--- config.mk ---
export PLATFORM = sky130hd
export DESIGN_NAME = afifo_wr_ctrl
export DESIGN_NICKNAME = d
export VERILOG_FILES = /design/src/rtl/afifo_pkg.sv /design/src/rtl/afifo_sync2.sv /design/src/rtl/afifo_wr_ctrl.sv
export SDC_FILE = /design/constraint.sdc
export NUM_CORES = 1
export LEC_CHECK = 0
export CELL_PAD_IN_SITES_DETAIL_PLACEMENT = 1
export CELL_PAD_IN_SITES_GLOBAL_PLACEMENT = 1
export CORE_UTILIZATION = 32
export CTS_CLUSTER_DIAMETER = 200
export DETAILED_ROUTE_END_ITERATION = 7
export PLACE_DENSITY = 0.85
export SETUP_SLACK_MARGIN = 0.3
export SLEW_MARGIN = 0
export SYNTH_ARGS = -nofsm -noshare
export SYNTH_HDL_FRONTEND = slang
export SYNTH_HIERARCHICAL = 1
export SYNTH_SLANG_ARGS = --single-unit
--- constraint.sdc ---
create_clock -name wclk -period 4.3 [get_ports wclk]
set_input_delay 1.29 -clock wclk [delete_from_list [all_inputs] [get_ports wclk]]
set_output_delay 1.29 -clock wclk [all_outputs]
set_load 0.02 [all_outputs]
--- src/rtl/afifo_pkg.sv ---
// Shared pointer helpers for the async FIFO write and read control blocks.
// Pointers travel in a wide container so one function pair serves any pointer width.
package afifo_pkg;

    localparam int unsigned PTR_MAX_W = 32;

    typedef logic [PTR_MAX_W-1:0] ptr_max_t;

    function automatic ptr_max_t bin2gray(input ptr_max_t bin);
        return bin ^ (bin >> 1);
    endfunction

    // Prefix XOR from the MSB down; bits at or above width are forced to zero.
    function automatic ptr_max_t gray2bin(input ptr_max_t gray, input int unsigned width);
        ptr_max_t bin;
        logic     acc;
        bin = '0;
        acc = 1'b0;
        for (int i = PTR_MAX_W - 1; i >= 0; i--) begin
            if (i < int'(width)) begin
                acc = acc ^ gray[i];
            end
            bin[i] = acc;
        end
        return bin;
    endfunction

endpackage

--- src/rtl/afifo_sync2.sv ---
// Two-flop synchronizer for bringing a Gray pointer into the local clock domain.
// Shared by the write-side and read-side FIFO control.
module afifo_sync2 #(
    parameter int WIDTH = 1
) (
    input  logic             clk,
    input  logic             rst,
    input  logic [WIDTH-1:0] d,
    output logic [WIDTH-1:0] q
);

    logic [WIDTH-1:0] q1;

    always_ff @(posedge clk or posedge rst) begin
        if (rst) begin
            q1 <= '0;
            q  <= '0;
        end else begin
            q1 <= d;
            q  <= q1;
        end
    end

endmodule

--- src/rtl/afifo_wr_ctrl.sv ---
// Write-domain control of the async FIFO: pointers, full/almost-full/level,
// sticky overflow and the memory write port.
module afifo_wr_ctrl
    import afifo_pkg::*;
#(
    parameter int DATA_WIDTH   = 32,
    parameter int ADDR_WIDTH   = 8,
    parameter int AFULL_THRESH = 2**ADDR_WIDTH - 4
) (
    input  logic                  wclk,
    input  logic                  wrst,
    input  logic                  winc,
    input  logic [DATA_WIDTH-1:0] wdata,
    input  logic [ADDR_WIDTH:0]   rptr_gray,
    input  logic                  wovf_clr,
    output logic [ADDR_WIDTH:0]   wptr_gray,
    output logic                  mem_wen,
    output logic [ADDR_WIDTH-1:0] mem_waddr,
    output logic [DATA_WIDTH-1:0] mem_wdata,
    output logic                  wfull,
    output logic                  walmost_full,
    output logic [ADDR_WIDTH:0]   wlevel,
    output logic                  wovf
);

    localparam int PTR_W = ADDR_WIDTH + 1;

    typedef logic [PTR_W-1:0] ptr_t;

    localparam ptr_t AFULL_LVL = ptr_t'(AFULL_THRESH);

    ptr_t wbin;
    ptr_t wbin_next;
    ptr_t wgray_next;
    ptr_t rq2;
    ptr_t rbin_sync;
    ptr_t full_gray;
    ptr_t level_next;

    afifo_sync2 #(
        .WIDTH (PTR_W)
    ) u_rptr_sync (
        .clk (wclk),
        .rst (wrst),
        .d   (rptr_gray),
        .q   (rq2)
    );

    assign mem_wen   = winc & ~wfull;
    assign mem_waddr = wbin[ADDR_WIDTH-1:0];
    assign mem_wdata = wdata;

    assign wbin_next  = wbin + ptr_t'(mem_wen);
    assign wgray_next = ptr_t'(bin2gray(ptr_max_t'(wbin_next)));
    assign rbin_sync  = ptr_t'(gray2bin(ptr_max_t'(rq2), PTR_W));

    // Full when the write pointer has lapped the read pointer by exactly one depth.
    assign full_gray  = {~rq2[PTR_W-1:PTR_W-2], rq2[PTR_W-3:0]};
    assign level_next = wbin_next - rbin_sync;

    always_ff @(posedge wclk or posedge wrst) begin
        if (wrst) begin
            wbin         <= '0;
            wptr_gray    <= '0;
            wfull        <= 1'b0;
            walmost_full <= 1'b0;
            wlevel       <= '0;
            wovf         <= 1'b0;
        end else begin
            wbin         <= wbin_next;
            wptr_gray    <= wgray_next;
            wfull        <= (wgray_next == full_gray);
            walmost_full <= (level_next >= AFULL_LVL);
            wlevel       <= level_next;
            // A dropped write outranks a simultaneous clear.
            if (winc && wfull) begin
                wovf <= 1'b1;
            end else if (wovf_clr) begin
                wovf <= 1'b0;
            end
        end
    end

endmodule

Word-level counts from Yosys, hierarchy flattened
Index checks and enable logic that the tools add are counted.
- flip-flop bits (word level): 48
- word-level logic and storage cells: 28
- output and inout port bits: 62
- equality and inequality tests: 1
- reduce and logical (&&, ||, !) cells: 2
- bitwise logic cells: 12
- muxes and demuxes: 2
- order comparisons: 1
- add/sub/neg operators: 2
- operators with widths (cell ; count):
    $add A9 B1 Y9 ; 1
    $eq A9 B9 Y1 ; 1
    $ge A9 B8 Y1 const B ; 1
    $sub A9 B9 Y9 ; 1
    $xor A9 B8 Y9 ; 1
    $xor A1 B1 Y1 ; 8
    $mux W1 ; 2
    $not A2 Y2 ; 1
    $reduce_bool A2 Y1 ; 1
    $and A1 B1 Y1 ; 1
    $logic_and A1 B1 Y1 ; 1
    $not A1 Y1 ; 1

Longest topological paths before layout
Gate-level depths: netlist of the first run.
- word-level depth: 10
- mapped depth: 15

Hierarchy
Netlist of the first run, hierarchy kept.
- by module, submodules not included (module ; seq. area each (µm²) ; cells each ; times used ; area an instance (µm²)):
    afifo_wr_ctrl ; 725.7 ; 202 ; 1 ; 2039.5
    afifo_sync2 ; 450.4 ; 19 ; 1 ; 454.2

Least setup slack after synthesis of the first run
OpenSTA, ideal clock, no wires.
- kind: input to register
- start point: input port winc
- end point: register walmost_full
- setup slack: 111 ps
- stages on the path: 12
- arrival time: 4068 ps
- path buffers: 1
- cell sequence: nor2b_1 > ha_1 > ha_1 > buf_4 > xor2_1 > ha_1 > a211oi_1 > o21ai_0 > a21o_1 > a21oi_1 > xnor2_1 > a41o_1
- longest elaborated chain between the ends: 4
- RTL lines (item ; RTL line ; text):
    from (decl) ; afifo_wr_ctrl.sv:12 ; input logic winc,
    $and A1 B1 Y1 ; afifo_wr_ctrl.sv:49 ; assign mem_wen = winc & ~wfull;
    $add A9 B1 Y9 ; afifo_wr_ctrl.sv:53 ; assign wbin_next = wbin + ptr_t'(mem_wen);
    net wbin_next[2] ; afifo_wr_ctrl.sv:33 ; ptr_t wbin_next;
    $sub A9 B9 Y9 ; afifo_wr_ctrl.sv:59 ; assign level_next = wbin_next - rbin_sync;
    net level_next[8] ; afifo_wr_ctrl.sv:38 ; ptr_t level_next;
    $ge A9 B8 Y1 ; afifo_wr_ctrl.sv:73 ; walmost_full <= (level_next >= AFULL_LVL);
    to (signal assigned) ; afifo_wr_ctrl.sv:73 ;
    to (decl) ; afifo_wr_ctrl.sv:21 ; output logic walmost_full,
The timed path passes the listed nets, and every way through them passes these cells.
A chain may end at the register's enable or synchronous reset.

Worst setup path after layout of the first run
- start point: input port winc
- end point: output port mem_wen
- longest elaborated chain between the ends: 1
- RTL lines (item ; RTL line ; text):
    $and A1 B1 Y1 ; afifo_wr_ctrl.sv:49 ;
    to (decl) ; afifo_wr_ctrl.sv:17 ; output logic mem_wen,
Every way passes these cells.

==> metrics, run 1 <==
final-report hold violation count=0; worst path arrival time=2.54 ns; data required time at the worst endpoint=roughly 3 ns; maxcap violations=0; status=finished clean; clk_lat worst skew=0.30 ns; CP Launch Type=input port; setup ws final=~0.47 ns; Worst Min Path Start=u_rptr_sync/q1[0]; largest net degree at the start of global routing=30; Ports=107; RSZ-0062 raised after global routing=false; Final nets=305; Clock Skews=0.00605 ns; maximum root-to-sink buffer count=2; Primary FF master, synth=dfrtp_1; die area=roughly 0.0081 mm2; DRC=0; Crit Path Class=input port to output port; cts bufs inserted=5; Worst slew margin=between 50% and 60%; Hold Crit Depth=0; pre-CTS setup slack=-0.0309 ns; worst-margin pin slew=roughly 0.67 ns; Final setup viols=0; Synth Instances=221; Netlist Area Pre-Place=0.00249 mm2; Iter 0 DRT Violations=53; sequential share of the synthesized area=a little under half; flop2flop setup slack=0.49 ns; filler instances=796; class of the worst hold path=flip-flop to flip-flop; VDD IR-drop max=approximately 0.00040 V; vias per cell=between 4 and 5; P per Cell Area=roughly 810 mW/mm2; die span in y=~90 um; TritonCTS clock tree=yes; mux share of post-synthesis cell area=0%; Fmax=between 200 and 300 MHz; number of library cell types mapped by synthesis=46; Final Max Slew Viols=0; Routed Antenna Nets=0; total power=2.50 mW; post-DP HPWL=3.92 mm; fraction of registers with async set/reset=100%; Die X=90.3 um; Cell Count, Final, Fillers Out=349; Post-Syn Nets=277; initial antenna violation count=0; worst reg-to-reg path cell count=15; Post-Synth Simple-Gate Area=about 7.1%; vias in the first global route=about 1800; XOR/XNOR share of the synthesized area=roughly 16%; drt first pass iters=4; Tmin final=3.83 ns; share of cells above drive strength 1=between 10% and 20%; I/O Buffers=42; yosys warns=6; Area Growth Syn to Fin=24.4%; compound-gate portion of the synthesized area=between 10% and 20%; via count=~1700; largest family of logic cells by synthesized area=XOR/XNOR gates; clock sink count=47; initial core utilization=between 30% and 40%; Leak=around 1.3 nW; syn_area_per_cell=~11 um2; Yosys reg bits=between 40 and 50; gp weighted congestion=0.869; Hold EP=u_rptr_sync/q[0]; # H-tree levels=2; Final Routed Wirelength=~5.4 mm; Worst R2R Start=u_rptr_sync/q[6]; GRT Util Overall=between 10% and 20%; global route overflow=0; placed insts=approximately 340; Placeable Area=0.00741 mm2; number of flops mapped to enable cells by yosys=0; Final Cycle Share=between 80% and 90%; Clock Tree Root=clkbuf_8; Setup crit end kind=output port; worst r2r dst=walmost_full; diode count=0; Adder-Cell Fraction of Synth Area=~5.8%; Clock Pin Slew Worst Setup and Hold Paths=approximately 0.080 ns; Hold WS=0.355 ns; DR WL/cell=approximately 15 um; site row count=31; first-pass GRT wire length=8.78 mm; Max Fanout on Critical Path=2
==> worst max-delay path by stage <==
stage / to / cells after the start / start
6_report: mem_wen / 3 / winc
3_5_place_dp: walmost_full / 13 / winc
5_1_grt: walmost_full / 15 / u_rptr_sync/q[6]
4_1_cts: walmost_full / 13 / winc
3_3_place_gp: walmost_full / 13 / winc
2_1_floorplan: walmost_full / 12 / winc
==> cell usage after synthesis, types with 2 or more instances <==
cell,number,share of area [%]
dfrtp_1,47,47
buf_4,33,9.9
xnor2_1,18,6.3
xor2_1,13,4.6
inv_1,12,1.8
nor2_1,11,1.7
ha_1,10,5.0
a21oi_1,8,1.6
nand2_1,7,1.1
o21ai_0,7,1.4
nand3_1,5,1.0
a211oi_1,3,0.90
buf_2,3,0.60
nor3_1,3,0.60
a21o_1,2,0.60
a22oi_1,2,0.60
a31oi_1,2,0.50
and4_1,2,0.70
clkbuf_1,2,0.30
nand2b_1,2,0.50
o21a_1,2,0.60
o221ai_1,2,0.70
xor2_2,2,1.3
==> report_power, final <==
group	switching [mW]	total, mW	internal (mW)
clock network	0.146	0.334	0.188
logic	0.762	1.45	0.691
registers	0.135	0.714	0.579
total	1.04	2.50	1.46
==> registers in the layout (all words and copies together), names as in the netlist <==
register / count
u_rptr_sync/q1: 9
u_rptr_sync/q: 9
wbin: 9
wlevel: 9
wptr_gray: 8
walmost_full: 1
wfull: 1
wovf: 1
==> kinds of logic (layout without fill, tap and decap cells) <==
| logic type | count (synthesis) | count (layout) |
|---|---|---|
| buf+inv | 50 | 79 |
| flops | 47 | 47 |
| compound gates | 40 | 40 |
| xor+xnor | 37 | 37 |
| simple gates | 36 | 36 |
| fa+ha+maj | 11 | 11 |
==> critical path, cell delays in order <==
cell,delay (ns)
clkdlybuf4s50_1,0.47
nor2b_2,0.16
clkdlybuf4s50_1,0.62
==> cell usage in the layout, fill, tap and decap left out, types with 2 or more instances in the layout <==
cell type and count:
nor3_1 2, a22oi_1 2, a21o_1 2, xor2_4 2
nor2_1 11, buf_4 17, dfrtp_1 47, ha_2 2
and4_1 2, a211oi_1 2, xor2_2 2, o21a_1 2
clkbuf_8 6, o21ai_0 6, ha_1 7, inv_1 12
xnor2_1 16, a31oi_1 2, o221ai_1 2, xor2_1 12
nand2_1 7, nand2b_1 2, clkdlybuf4s50_1 42, a21oi_1 8
nand3_1 4
==> layer usage <==
metal / vias up / track usage (%) / share of wire (%)
li1: 775 / - / -
met3: 23 / 3.20 / 4.4
met1: 809 / 18.0 / 46
met2: 47 / 21.6 / 47
met5: - / 0 / 0
met4: 0 / 6.59 / 2.5
==> stage by stage <==
stage	utilization, %	cell area [um2]	setup TNS (ns)
after global placement	38.6	2860	0
final	41.9	3100	0
after floorplan	-	2500	0
after global routing	41.9	3100	0
after CTS	40.2	2980	0
after detailed placement	38.6	2860	-0.0309
==> repair_timing <==
item / in CTS / in global routing
gates resized for setup: 0 / 14
hold buffers: 0 / 0
setup endpoints to repair: 0 / 3
buffers inserted: 0 / 6
==> layout make-up <==
type | count | area [um2] | share of cell area (%)
Tap cell | 99 | 124 | 3.99
Inverter | 12 | 45.0 | 1.45
Sequential cell | 47 | 1180 | 37.9
Clock inverter | 2 | 35.0 | 1.13
Multi-Input combinational cell | 124 | 1090 | 35.2
Clock buffer | 6 | 82.6 | 2.66
Timing Repair Buffer | 59 | 548 | 17.7
(Power assumes the default switching activity.)
==> run 2: changes to the inputs <==
Settings changed: CTS_CLUSTER_DIAMETER 200 to not set.
==> results of run 2 <==
No change in the layout: final DEF, timing and power equal those of run 1.
